**src/rtl/fetch_sequencer_pkg.sv**
```systemverilog
// fetch_sequencer_pkg: state encoding and widths shared by the fetch sequencer and the instruction decoder
package fetch_sequencer_pkg;
    localparam int OPCODE_WIDTH = 4;
    localparam int PC_WIDTH_DEF = 4;
    typedef enum logic [1:0] {
        ST_IDLE  = 2'd0,
        ST_FETCH = 2'd1,
        ST_ISSUE = 2'd2,
        ST_HALT  = 2'd3
    } state_e;
endpackage

```
**src/rtl/fetch_sequencer.sv**
```systemverilog
// fetch_sequencer: owns the PC, fetches opcodes over a req/valid handshake and issues them one at a time
//   Build option: define FETCH_BREAKPOINT_EN to add the HALT state and the bp_en/bp_addr breakpoint.
//   Ports:
//     CLKin, nRESET          clock, asynchronous active-low reset
//     run, step              free-run level / single-step pulse
//     imem_req, imem_addr    fetch request and address (address = pc_out)
//     imem_valid, imem_data  memory response
//     instr_out, instr_valid instruction register and its one-cycle issue strobe
//     pc_out, busy, halted   program counter, FETCH/ISSUE indicator, breakpoint halt
//     bp_en, bp_addr         breakpoint control (only used with FETCH_BREAKPOINT_EN)
module fetch_sequencer
    import fetch_sequencer_pkg::*;
#(
    parameter int PC_WIDTH    = PC_WIDTH_DEF,
    parameter int INSTR_WIDTH = OPCODE_WIDTH
) (
    input  logic                   CLKin,
    input  logic                   nRESET,
    input  logic                   run,
    input  logic                   step,
    output logic                   imem_req,
    output logic [PC_WIDTH-1:0]    imem_addr,
    input  logic                   imem_valid,
    input  logic [INSTR_WIDTH-1:0] imem_data,
    output logic [INSTR_WIDTH-1:0] instr_out,
    output logic                   instr_valid,
    output logic [PC_WIDTH-1:0]    pc_out,
    output logic                   busy,
    output logic                   halted,
    input  logic                   bp_en,
    input  logic [PC_WIDTH-1:0]    bp_addr
);
    state_e                 state_q, state_d;
    logic [PC_WIDTH-1:0]    pc_q, pc_d, pc_inc;
    logic [INSTR_WIDTH-1:0] instr_q, instr_d;
    logic                   req_q, req_d, valid_q, valid_d, busy_q, busy_d;
    logic                   hit_idle, hit_issue;

    // Wraps silently at 2**PC_WIDTH.
    assign pc_inc = pc_q + PC_WIDTH'(1);

`ifdef FETCH_BREAKPOINT_EN
    logic halted_q, halted_d;
    // Breakpoint is checked against the address the next fetch would use.
    assign hit_idle  = bp_en && (pc_q == bp_addr);
    assign hit_issue = bp_en && (pc_inc == bp_addr);
    assign halted    = halted_q;
`else
    logic unused_bp;
    assign unused_bp = ^{bp_en, bp_addr};
    assign hit_idle  = 1'b0;
    assign hit_issue = 1'b0;
    assign halted    = 1'b0;
`endif

    always_ff @(posedge CLKin or negedge nRESET) begin
        if (!nRESET) begin
            state_q  <= ST_IDLE;
            pc_q     <= '0;
            instr_q  <= '0;
            req_q    <= 1'b0;
            valid_q  <= 1'b0;
            busy_q   <= 1'b0;
`ifdef FETCH_BREAKPOINT_EN
            halted_q <= 1'b0;
`endif
        end else begin
            state_q  <= state_d;
            pc_q     <= pc_d;
            instr_q  <= instr_d;
            req_q    <= req_d;
            valid_q  <= valid_d;
            busy_q   <= busy_d;
`ifdef FETCH_BREAKPOINT_EN
            halted_q <= halted_d;
`endif
        end
    end

    always_comb begin
        state_d = state_q;
        pc_d    = pc_q;
        instr_d = instr_q;
        case (state_q)
            ST_IDLE:  if (run || step) state_d = hit_idle ? ST_HALT : ST_FETCH;
            ST_FETCH: if (imem_valid) begin
                instr_d = imem_data;
                state_d = ST_ISSUE;
            end
            ST_ISSUE: begin
                pc_d    = pc_inc;
                state_d = run ? (hit_issue ? ST_HALT : ST_FETCH) : ST_IDLE;
            end
`ifdef FETCH_BREAKPOINT_EN
            // Leaving HALT goes straight to FETCH so the breakpoint is skipped once.
            ST_HALT:  if (step) state_d = ST_FETCH;
`endif
            default:  state_d = ST_IDLE;
        endcase
    end

    // Outputs are decoded from the next state so every output comes straight from a flop.
    always_comb begin
        req_d    = state_d == ST_FETCH;
        valid_d  = state_d == ST_ISSUE;
        busy_d   = req_d || valid_d;
`ifdef FETCH_BREAKPOINT_EN
        halted_d = state_d == ST_HALT;
`endif
    end

    assign imem_req    = req_q;
    assign imem_addr   = pc_q;
    assign pc_out      = pc_q;
    assign instr_out   = instr_q;
    assign instr_valid = valid_q;
    assign busy        = busy_q;
endmodule
```
**config.mk**
```make
export PLATFORM = sky130hd
export DESIGN_NAME = fetch_sequencer
export DESIGN_NICKNAME = d
export VERILOG_FILES = /design/src/rtl/fetch_sequencer_pkg.sv /design/src/rtl/fetch_sequencer.sv
export SDC_FILE = /design/constraint.sdc
export NUM_CORES = 1
export LEC_CHECK = 0
export CAP_MARGIN = 15
export CORE_MARGIN = 1.5
export CORE_UTILIZATION = 37
export DETAILED_ROUTE_END_ITERATION = 10
export GPL_ROUTABILITY_DRIVEN = 0
export HOLD_SLACK_MARGIN = 0.05
export PLACE_DENSITY = 0.73
export SETUP_SLACK_MARGIN = 0.4
export SLEW_MARGIN = 10
export SYNTH_ARGS = -nofsm -noshare
export SYNTH_HDL_FRONTEND = slang
export SYNTH_SLANG_ARGS = --single-unit
```
**constraint.sdc**
```tcl
create_clock -name CLKin -period 1.7 [get_ports CLKin]
set_clock_uncertainty 0.05 [all_clocks]
set_input_delay 0.17 -clock CLKin [delete_from_list [all_inputs] [get_ports CLKin]]
set_output_delay 0.17 -clock CLKin [all_outputs]
set_load 0.01 [all_outputs]
```
==> impl_metrics.sql <==
INSERT INTO impl_metrics (metric_group, metric, value, unit) VALUES
('yosys', 'synth.top_cells.by_area', 'dfrtp_1 56%, mux2_4 10%, buf_4 6.5%', ''),
('clock_tree', 'clk_pin_slew', '0.07', 'ns'),
('sta', 'timing.final.crit_period', '1.26', 'ns'),
('route', 'drc', '0', ''),
('finish', 'layout-drive-gt1-share', '28.8', '%'),
('critical_path', 'cp_data_arrival_time', '1.38', 'ns'),
('sta', 'rsz0062_at_grt', 'true', ''),
('finish', 'area_delta_synth_final', '46.9', '%'),
('critical_path', 'setup.worst_path.class', 'reg2reg', ''),
('critical_path', 'crit_fanout', '5', ''),
('pwr', 'internal_power', '0.877', 'mW'),
('route', 'avgRoutedWirePerCell', '11.0', 'µm'),
('yosys', 'summed_instance_area_of_the_synthesized_netlist', '582', 'µm²'),
('critical_path', 'critical_path_required', '1.82', 'ns'),
('yosys', 'syn_inst', '41', ''),
('clock_tree', 'cts-buffers-inserted', '3', ''),
('critical_path', 'worstSetupEndpointType', 'flop', ''),
('sta', 'hold_ws', '0.199', 'ns'),
('sta', 'fin_crit_sh', '74.1', '%'),
('placement', 'post-place-ws', '0.204', 'ns'),
('floorplan', 'die_width', '42.7', 'µm'),
('route', 'routed-via-count', '375', ''),
('placement', 'numPortBuffers', '23', ''),
('clock_tree', 'cts_max_path_buffers', '2', ''),
('yosys', 'ys_seq_elements', '13', ''),
('yosys', 'synth_top_family_by_area', 'multiplexers', ''),
('finish', 'n_fill_cell', '141', ''),
('pwr', 'share_of_power_burned_in_the_clock_network', '14.2', '%'),
('global_route', 'first_global_vias', '369', ''),
('finish', 'commonest_non_fill_non_tap_cell_in_the_layout', 'dlygate4sd2_1', ''),
('clock_tree', 'cts_tree', 'yes', ''),
('yosys', 'synth_top_cell_area_share', '55.9', '%'),
('sta', 'timing.final.setup_violations', '0', ''),
('placement', 'detailed_place_hpwl', '683', 'µm'),
('floorplan', 'start_util', '39.1', '%'),
('pwr', 'cellPowerDensity', '1520', 'mW/mm²'),
('sta', 'finalHoldViolCount', '0', ''),
('pwr', 'power_frac_comb', '47.2', '%'),
('finish', 'multi_input_area', '233', 'µm²'),
('pwr', 'power.share.switching', '32.5', '%'),
('sta', 'maxClockFrequency', '793', 'MHz'),
('finish', 'layout.area.seq', '327', 'µm²'),
('critical_path', 'path_cells', 'mux2i_2 > o22a_2 > ha_4 > inv_2', ''),
('yosys', 'yosys.area.top_type', 'dfrtp_1', ''),
('min_path', 'hold_class', 'in2async', ''),
('clock_tree', 'clock-sinks', '13', ''),
('sta', 'slew_headroom', '63.0', '%'),
('global_route', 'global_route_wire_length_before_repair', '1580', 'µm'),
('yosys', 'seq_area_frac_synth', '55.9', '%'),
('outcome', 'outcome', 'completed', ''),
('clock_tree', 'clk-insertion-delay-late', '0.27', 'ns'),
('flow_run', 'maxCapViolCount', '0', ''),
('finish', 'layout.cells.most_common_list', '13 x dlygate4sd2_1, 12 x dfrtp_1, 8 x clkdlybuf4s50_1, 4 x mux2_4', ''),
('sta', 'worst_pin_slew', '0.554', 'ns'),
('critical_path', 'crit_path_start_kind', 'flop', ''),
('yosys', 'synth_simple_gate_area_share', '6.67', '%'),
('critical_path', 'number_of_cell_instances_on_the_worst_register_to_register_path', '4', ''),
('route', 'vias_per_cell', '4.57', ''),
('global_route', 'grt_overflow_total', '0', ''),
('floorplan', 'dieArea', '0.00182', 'mm²'),
('yosys', 'synth.mux.area_fraction', '14.0', '%'),
('finish', 'finalNetCount', '84', ''),
('global_route', 'antenna_found_initial', '0', ''),
('pwr', 'static-leakage-power', '0.438', 'nW'),
('route', 'detailed_routing_iterations_pass_1', '1', ''),
('floorplan', 'pin_count', '30', ''),
('yosys', 'synth_compound_gate_area_share', '2.80', '%'),
('yosys', 'synth_cell_types', '16', ''),
('yosys', 'synth_xor_xnor_area_share', '4.52', '%'),
('pwr', 'power.net_switching', '0.423', 'mW'),
('clock_tree', 'ctsHoldBuffers', '0', '');
[kinds of logic after synthesis]
| kind of cell | Yosys count |
|---|---|
| simple gates | 4 |
| other cells | 1 |
| xor+xnor | 3 |
| flops | 13 |
| mux | 6 |
| compound gates | 2 |
| buf+inv | 9 |
| fa+ha+maj | 3 |
[final cells by class]
type	instances	area share, %
multi-input combinational	19	27.2
inverter	4	1.76
sequential	13	38.2
tap	16	2.34
timing repair buffer	26	27.4
clock buffer	4	3.07
[sequential cells by signal (all words and copies together), names as in the netlist]
| signal | count |
|---|---|
| imem_addr | 4 |
| instr_out | 4 |
| state_q | 2 |
| busy | 1 |
| imem_req | 1 |
| instr_valid | 1 |
[layer usage]
layer  share of wire [%]  up-vias  track usage, %  routed length [µm]
li1                    -      176               -                   -
met1                  36      177            13.8                 328
met2                  51       20            18.5                 463
met3                  11        2            7.66                  98
met4                 1.5        0            5.63                  14
met5                   0        -               0                   0
[critical path: cells and delay by family (launching register included)]
kind,cells,cell delay [ns]
adders and majority gates,1,0.26
buffers and inverters,1,0.02
DFF,1,0.46
AOI/OAI and AO/OA,1,0.20
muxes,1,0.17
[power groups by stage]
stage | registers (mW) | logic (mW) | clock network [mW]
5_1_grt | 0.520 | 0.680 | 0.218
6_report | 0.501 | 0.614 | 0.184
4_1_cts | 0.500 | 0.592 | 0.195
2_1_floorplan | 0.579 | 0.262 | 0
3_3_place_gp | 0.533 | 0.594 | 0
3_5_place_dp | 0.535 | 0.612 | 0
[path summary, 6_finish.rpt]
path	to	from	slack, ns
worst min-delay path	imem_addr[0]$_DFFE_PN0N_	nRESET	0.20
min in group CLKin	imem_addr[3]$_DFFE_PN0N_	imem_addr[3]$_DFFE_PN0N_	0.44
worst max-delay path	busy$_DFF_PN0_	state_q[0]$_DFF_PN0_	0.44
worst max register to register	busy$_DFF_PN0_	state_q[0]$_DFF_PN0_	0.44
worst min register to register	imem_addr[3]$_DFFE_PN0N_	imem_addr[3]$_DFFE_PN0N_	0.44
max in group asynchronous	state_q[0]$_DFF_PN0_	nRESET	1.00
[cells in the mapped netlist]
cell and number:
buf_4 5, conb_1 1, dfrtp_1 13, ha_1 3, inv_1 4, mux2_1 1, mux2_4 4, mux2i_1 1
nand2_1 1, nand3b_4 1, nand4_1 1, nor2b_2 1, o22a_2 1, o22ai_1 1, xnor2_1 2, xor2_1 1
[through the flow]
step	util [%]	instances	cell area (µm²)
floorplan	-	41	582
global placement	53.4	75	795
detailed placement	53.4	75	795
CTS	55.5	82	826
global route	57.4	82	855
finish	57.4	82	855
[timing repair]
item / in CTS / in global routing
endpoints found under the setup margin: 15 / 5
resized for setup: 14 / 8
setup buffers: 3 / 0
pin swaps: 0 / 2
(Power assumes the default switching activity.)
